===== src/rtl/controlador_ascensor.sv =====
// Elevator sequencing controller: latches hall/cabin calls, runs a SCAN
// (collective) up/down policy, and times floor travel and door dwell.
module controlador_ascensor #(
   parameter int unsigned TRAVEL_CYCLES = 16,
   parameter int unsigned DOOR_CYCLES   = 32
) (
   input  logic       clk,
   input  logic       reset_n,
   input  logic [9:0] botones,
   output logic [9:0] solicitudes,
   output logic [3:0] estado,
   output logic       puerta
);

   localparam int unsigned MAX_CYCLES = (TRAVEL_CYCLES > DOOR_CYCLES) ? TRAVEL_CYCLES : DOOR_CYCLES;
   localparam int unsigned TW = $clog2(MAX_CYCLES) + 1;
   localparam logic [TW-1:0] TRAVEL_LOAD = TW'(TRAVEL_CYCLES - 1);
   localparam logic [TW-1:0] DOOR_LOAD   = TW'(DOOR_CYCLES - 1);

   typedef enum logic [1:0] {
      ST_IDLE,
      ST_MOVING,
      ST_DOOR
   } state_t;

   state_t        state_q, state_d;
   logic [1:0]    floor_q, floor_d;
   logic          dir_q, dir_d;
   logic [TW-1:0] timer_q, timer_d;
   logic [9:0]    sol_q, sol_d;
   logic          moving_q, moving_d;
   logic          puerta_q, puerta_d;

   logic [9:0]    clr;
   logic [9:0]    rem;
   logic [1:0]    nxt_floor;
   logic          nxt_dir;

   // Collapse the request vector into one "someone wants this floor" bit per floor.
   function automatic logic [3:0] floors_of(input logic [9:0] r);
      return r[3:0] | {1'b0, r[6:4]} | {r[9:7], 1'b0};
   endfunction

   function automatic logic [9:0] cabin_bit(input logic [1:0] f);
      return 10'h001 << f;
   endfunction

   // Hall call for floor f in direction d; zero where the button does not exist.
   function automatic logic [9:0] hall_bit(input logic [1:0] f, input logic d);
      logic [9:0] m;
      m = '0;
      if (!d && f != 2'd3)
         m = 10'h010 << f;
      else if (d && f != 2'd0)
         m = 10'h040 << f;
      return m;
   endfunction

   // Any request strictly beyond floor f in direction d.
   function automatic logic beyond(input logic [9:0] r, input logic [1:0] f, input logic d);
      logic [3:0] fl;
      fl = floors_of(r);
      if (d)
         return |(fl & ((4'b0001 << f) - 4'd1));
      else
         return |(fl & (4'b1110 << f));
   endfunction

   // Next-state logic: SCAN decisions, served-bit clearing and timers.
   always_comb begin
      state_d   = state_q;
      floor_d   = floor_q;
      dir_d     = dir_q;
      timer_d   = timer_q;
      clr       = '0;
      rem       = '0;
      nxt_floor = floor_q;
      nxt_dir   = dir_q;
      unique case (state_q)
         ST_IDLE: begin
            if (|(sol_q & (cabin_bit(floor_q) | hall_bit(floor_q, 1'b0) | hall_bit(floor_q, 1'b1)))) begin
               clr     = cabin_bit(floor_q) | hall_bit(floor_q, 1'b0) | hall_bit(floor_q, 1'b1);
               state_d = ST_DOOR;
               timer_d = DOOR_LOAD;
            end else if (beyond(sol_q, floor_q, dir_q)) begin
               state_d = ST_MOVING;
               timer_d = TRAVEL_LOAD;
            end else if (beyond(sol_q, floor_q, ~dir_q)) begin
               dir_d   = ~dir_q;
               state_d = ST_MOVING;
               timer_d = TRAVEL_LOAD;
            end
         end
         ST_MOVING: begin
            if (timer_q != '0) begin
               timer_d = timer_q - TW'(1);
            end else begin
               nxt_floor = dir_q ? floor_q - 2'd1 : floor_q + 2'd1;
               nxt_dir   = (nxt_floor == 2'd3) ? 1'b1 : (nxt_floor == 2'd0) ? 1'b0 : dir_q;
               floor_d   = nxt_floor;
               dir_d     = nxt_dir;
               if (|(sol_q & (cabin_bit(nxt_floor) | hall_bit(nxt_floor, nxt_dir))) ||
                   !beyond(sol_q, nxt_floor, nxt_dir) ||
                   nxt_floor == 2'd0 || nxt_floor == 2'd3) begin
                  // Door entry: reverse only if work remains elsewhere, so an empty
                  // building leaves the direction untouched.
                  clr = cabin_bit(nxt_floor) | hall_bit(nxt_floor, nxt_dir);
                  rem = sol_q & ~clr;
                  if (!beyond(rem, nxt_floor, nxt_dir) && rem != '0) begin
                     dir_d = ~nxt_dir;
                     clr   = clr | hall_bit(nxt_floor, ~nxt_dir);
                  end
                  state_d = ST_DOOR;
                  timer_d = DOOR_LOAD;
               end else begin
                  timer_d = TRAVEL_LOAD;
               end
            end
         end
         ST_DOOR: begin
            clr = cabin_bit(floor_q) | hall_bit(floor_q, dir_q);
            if (|(botones & clr))
               timer_d = DOOR_LOAD;
            else if (timer_q == '0)
               state_d = ST_IDLE;
            else
               timer_d = timer_q - TW'(1);
         end
         default: state_d = ST_IDLE;
      endcase
      sol_d    = (sol_q | botones) & ~clr;
      moving_d = (state_d == ST_MOVING);
      puerta_d = (state_d == ST_DOOR);
   end

   // State, request and output registers.
   always_ff @(posedge clk or negedge reset_n) begin
      if (!reset_n) begin
         state_q  <= ST_IDLE;
         floor_q  <= '0;
         dir_q    <= 1'b0;
         timer_q  <= '0;
         sol_q    <= '0;
         moving_q <= 1'b0;
         puerta_q <= 1'b0;
      end else begin
         state_q  <= state_d;
         floor_q  <= floor_d;
         dir_q    <= dir_d;
         timer_q  <= timer_d;
         sol_q    <= sol_d;
         moving_q <= moving_d;
         puerta_q <= puerta_d;
      end
   end

   assign solicitudes = sol_q;
   assign estado      = {moving_q, dir_q, floor_q};
   assign puerta      = puerta_q;

endmodule


===== config.mk =====
export PLATFORM = sky130hd
export DESIGN_NAME = controlador_ascensor
export DESIGN_NICKNAME = d
export VERILOG_FILES = /design/src/rtl/controlador_ascensor.sv
export SDC_FILE = /design/constraint.sdc
export NUM_CORES = 1
export LEC_CHECK = 0
export CORE_ASPECT_RATIO = 1.75
export CORE_MARGIN = 5
export CORE_UTILIZATION = 61
export CTS_CLUSTER_SIZE = 25
export DETAILED_ROUTE_END_ITERATION = 8
export GPL_TIMING_DRIVEN = 1
export PLACE_DENSITY = 0.85
export SYNTH_ARGS = -nofsm -noshare
export SYNTH_HDL_FRONTEND = slang
export SYNTH_SLANG_ARGS = --single-unit

===== constraint.sdc =====
create_clock -name clk -period 7.2 [get_ports clk]
set_input_delay 1.44 -clock clk [delete_from_list [all_inputs] [get_ports clk]]
set_output_delay 1.44 -clock clk [all_outputs]
set_load 0.01 [all_outputs]

Yosys cells after proc, flatten, opt, wreduce, memory -nomap -nowiden
Cells that the tools add are included.

Logic and storage cells: 168. Flip-flop bits (word level): 23. Input port bits: 12. Output and inout port bits: 15.

Shift-type cells: 10. Mux-type cells: 69. Bitwise gates (word level): 29. Equality and inequality tests: 13. Add/subtract/negate cells: 5. Reduce and logical (&&, ||, !) cells: 35.

Operator list (number): 10-bit 2-to-1 mux (28); 10-bit OR (9); 10-bit bitwise AND (5); 6-bit 2-to-1 mux (6); 10-bit one-hot mux with 3 select lines (1); 10-bit OR reduction (3); 4-bit bitwise AND (6); 4-bit OR reduction (6); 1-bit 2-to-1 mux (22); 10-bit NOT (2); 1-bit by 2-bit left shift with 10-bit output, first input constant (2); 5-bit by 2-bit left shift with 10-bit output, first input constant (2); 7-bit by 2-bit left shift with 10-bit output, first input constant (2); 6-bit one-hot mux with 3 select lines (1); 2-bit 2-to-1 mux (8); 2-bit inequality test, second input constant (6); 10-bit nonzero test (1); 4-bit by 3-bit OR with 4-bit output (2); 4-bit OR (2); 1-bit by 2-bit left shift with 4-bit output, first input constant (2); 4-bit by 2-bit left shift with 4-bit output, first input constant (2); 4-bit by 1-bit subtractor with 4-bit output, second input constant (2); 1-bit logical AND (7); 2-bit == test, second input constant (3); 20 further kinds (31).

Logic depth before layout (Yosys ltp)
Depth after elaboration: 43. Mapped depth: 12. Depth with buffers taken out: 10.

Least setup slack after synthesis
OpenSTA, ideal clock, no wires.

Path type: input to register. Start point: in botones[5]. End point: reg moving_q. Setup slack: 4068 ps. Arrival: 3013 ps. Cell stages on the path: 7. Setup time: 119 ps. Required time: 7081 ps. Path through: nor2b_1 > a32o_1 > nor4_4 > nor2_1 > or4_1 > and3b_1 > and2_1.

Cells in the longest elaborated chain, start to end: 5.

Ends and longest elaborated chain: from (decl) (line 9) `input logic [9:0] botones,`; 10-bit bitwise AND (line 122) `if (|(botones & clr))`; 10-bit OR reduction (line 122); 2-bit 2-to-1 mux (line 122); 2-bit one-hot mux with 3 select lines (line 79) `unique case (state_q)`; named net state_d[0] (line 26) `state_t state_q, state_d;`; 2-bit by 1-bit == test with 1-bit output (line 132) `moving_d = (state_d == ST_MOVING);`; named net moving_d (line 31) `logic moving_q, moving_d;`; to (signal assigned) (line 152) `moving_q <= moving_d;`; to (decl) (line 31).

The timed path passes the listed nets, and every way through them passes these cells. A chain may end at the register's enable or synchronous reset.

Worst setup path in the final report
Start point: in botones[2]. End point: reg timer_q[2].

Cells in the longest elaborated chain, start to end: 4.

Ends and longest elaborated chain: 10-bit bitwise AND (*) (line 122); 10-bit OR reduction (*) (line 122); 3-bit inequality test (no source line) or 6-bit 2-to-1 mux (tied branches); 3-bit AND reduction (no source line) or 6-bit one-hot mux with 3 select lines (tied branches); to (signal assigned) (line 150) `timer_q <= timer_d;`; to (decl) (line 29) `logic [TW-1:0] timer_q, timer_d;`.

Every way passes the cells marked *; elsewhere a longest branch is shown, timed or not.

==> impl_metrics.env <==
export IMPL_drt_wl_total_um=6290
export IMPL_fmax_mhz=276
export IMPL_r2r_setup_slack_ns=3.66
export IMPL_synth_edff_count=0
export IMPL_cts_tree="built"
export IMPL_maxCapViolCount=0
export IMPL_cts_setup_buffers=0
export IMPL_yosysTopAreaCellShare_pct=26.5
export IMPL_synth_area_top_cells="dfrtp_1 (27%), ha_1 (6.9%), nor2_1 (4.5%)"
export IMPL_power_frac_comb_pct=53.6
export IMPL_peakVddDrop_mv=0.225
export IMPL_fin_skew_ns=0.00548
export IMPL_diodes=0
export IMPL_post_route_min_period_ns=3.62
export IMPL_layout_nets=294
export IMPL_drc=0
export IMPL_sw_frac_of_total_pct=43.6
export IMPL_synth_distinct_cells=69
export IMPL_clkPwrFrac_pct=14.1
export IMPL_crit_path_start="botones[2]"
export IMPL_wl_per_cell_um=20.0
export IMPL_vias_per_cell=6.84
export IMPL_rows=28
export IMPL_fp_dieArea_um2=4890
export IMPL_r2r_cells=9
export IMPL_insertion_delay_ns=0.27
export IMPL_hold_depth=1
export IMPL_final_cell_mix="nor2_1 (26), clkdlybuf4s50_1 (26), dfrtp_1 (23)"
export IMPL_async_flop_share_pct=100
export IMPL_ctsHtreeMaxLevel=1
export IMPL_leakagePower_uw=0.000930
export IMPL_holdPathEnd="timer_q[1]"
export IMPL_post_route_period_util_pct=50.3
export IMPL_power_switching_uw=259
export IMPL_antenna_found_initial=0
export IMPL_start_util_pct=63.8
export IMPL_drtAntennaViolNets=0
export IMPL_fin_ws_ns=3.58
export IMPL_maxSlewViolCount=0
export IMPL_reg2reg_to="moving_q"
export IMPL_cts_buffers=3
export IMPL_synth_flop_cell="dfrtp_1"
export IMPL_p_seq_share_pct=32.3
export IMPL_ys_warn_count=0
export IMPL_powerDensity_nw_per_um2=244
export IMPL_min_from="timer_q[1]"
export IMPL_numPortBuffers=26
export IMPL_p_total_uw=595
export IMPL_ys_ff_latch=23
export IMPL_preCtsSetupSlack_ns=3.29
export IMPL_worstPathArrival_ns=3.79
export IMPL_grt_max_degree=24
export IMPL_die_h_um=88.9
export IMPL_post_route_util_pct=71.8
export IMPL_syn_instance_count=252
export IMPL_grt_pass1_wl_um=10300
export IMPL_gp_congestion=1.01
export IMPL_hpwl_um=4780
export IMPL_fin_hold_ws_ns=0.569
export IMPL_synth_top_area_cell="dfrtp_1"
export IMPL_status="complete, no violations"
export IMPL_track_usage_pct=29.2
export IMPL_path_clk_slew_ns=0.09
export IMPL_ctsRootBufferMaster="clkbuf_8"
export IMPL_drt_iter0_markers=117
export IMPL_grt_pass1_vias=2140
export IMPL_relSlewSlack_pct=26.1
export IMPL_setup_violations=0
export IMPL_die_w_um=55.1
export IMPL_tightest_slew_ns=1.11
export IMPL_dr_pass1_iters=5
export IMPL_crit_path_start_kind="primary input"
export IMPL_rsz0062_at_grt="no"
export IMPL_fin_setup_tns_ns=0
export IMPL_crit_path_max_fanout=12
export IMPL_syn_num_nets=276
export IMPL_drive_gt1_share_pct=8.18
export IMPL_finalHoldViolations=0
export IMPL_avgSynthCellArea_um2=8.60
export IMPL_rr_startpoint="dir_q"
export IMPL_cts_resized=0
export IMPL_ys_seq_area_share_pct=26.5
export IMPL_core_um2=3400
export IMPL_cts_sink_count=23
export IMPL_hold_path_class="reg -> reg"
export IMPL_gr_total_overflow=0
export IMPL_area_delta_synth_final_pct=12.5
export IMPL_syn_area_um2=2170
export IMPL_critPathRequiredTime_ns=7.37
export IMPL_ctsHoldBuffers=0
export IMPL_boundaryPins=27
export IMPL_cts_buffer_depth=2
export IMPL_intPower_uw=335
export IMPL_dr_total_vias=2148
export IMPL_worst_setup_path_end_kind="register"
export IMPL_crit_type="in -> reg"
## stage by stage
step / std cells / area, um2
global placement: 310 / 2390
CTS: 314 / 2440
detailed placement: 310 / 2390
global route: 314 / 2440
finish: 314 / 2440
floorplan: 252 / 2170
## power by group through the flow
stage / clock (uW) / sequential (uW) / combinational (uW)
after CTS: 82.4 / 192 / 315
after global placement: 0 / 193 / 309
after floorplan: 0 / 189 / 226
after global routing: 89.2 / 198 / 352
final: 83.6 / 192 / 319
after detailed placement: 0 / 194 / 314
## state kept, by name, summed over array words and instances, names as in the netlist
signal       count
moving_q         1
solicitudes     10
dir_q            1
floor_q          2
state_q          2
puerta           1
timer_q          6
## critical path, cell delays in order
cell	delay, ns
clkdlybuf4s50_1	0.50
inv_1	0.05
a221oi_1	0.43
nor4_4	0.10
a31o_2	0.25
a21oi_1	0.56
o21ai_0	0.19
a22o_1	0.27
## area by class of cell
cell class / instances / area, um2
Clock buffer: 4 / 45.0
Fill cell: 293 / 958
Sequential cell: 23 / 576
Tap cell: 45 / 56.3
Inverter: 15 / 56.3
Multi-Input combinational cell: 200 / 1440
Timing Repair Buffer: 27 / 268
## cell usage after synthesis, types with 3 or more instances
master,count
nor2_1,26
dfrtp_1,23
inv_1,15
a21oi_1,14
nand2_1,14
ha_1,12
nor3_1,11
o21ai_0,10
a211oi_1,8
o22ai_1,7
a221oi_1,6
or3_1,6
a21o_1,5
a22o_1,4
clkbuf_1,4
nand4_1,4
nor2b_1,4
o211ai_1,4
and2_1,3
buf_4,3
mux2i_1,3
nand2b_1,3
nand3_1,3
nor4_1,3
o21a_1,3
o22a_1,3
## metal layers
layer  track usage (%)  routed length, um
met5                 0                  0
met4              21.5                467
met3              6.58                389
met2              48.0               3260
met1              31.3               2180
## cells by family after synthesis
logic type | count (synthesis) | synth area share [%]
DFF | 23 | 26.5
adders and majority gates | 12 | 6.92
muxes | 6 | 3.81
buffers and inverters | 29 | 7.10
AOI/OAI and AO/OA | 90 | 32.2
xor gates and xnor gates | 2 | 0.808
and+or+nand+nor | 90 | 22.6
## how the worst max path moves through the flow
stage                     endpoint  depth (start not counted)  slack (ns)
CTS                     timer_q[2]                          8        3.57
finish                  timer_q[2]                          8        3.58
detailed placement      timer_q[2]                          8        3.29
global placement        timer_q[2]                          8        3.36
global route        solicitudes[6]                          9        3.41
floorplan                 moving_q                          7        4.07
(Power assumes the default switching activity.)
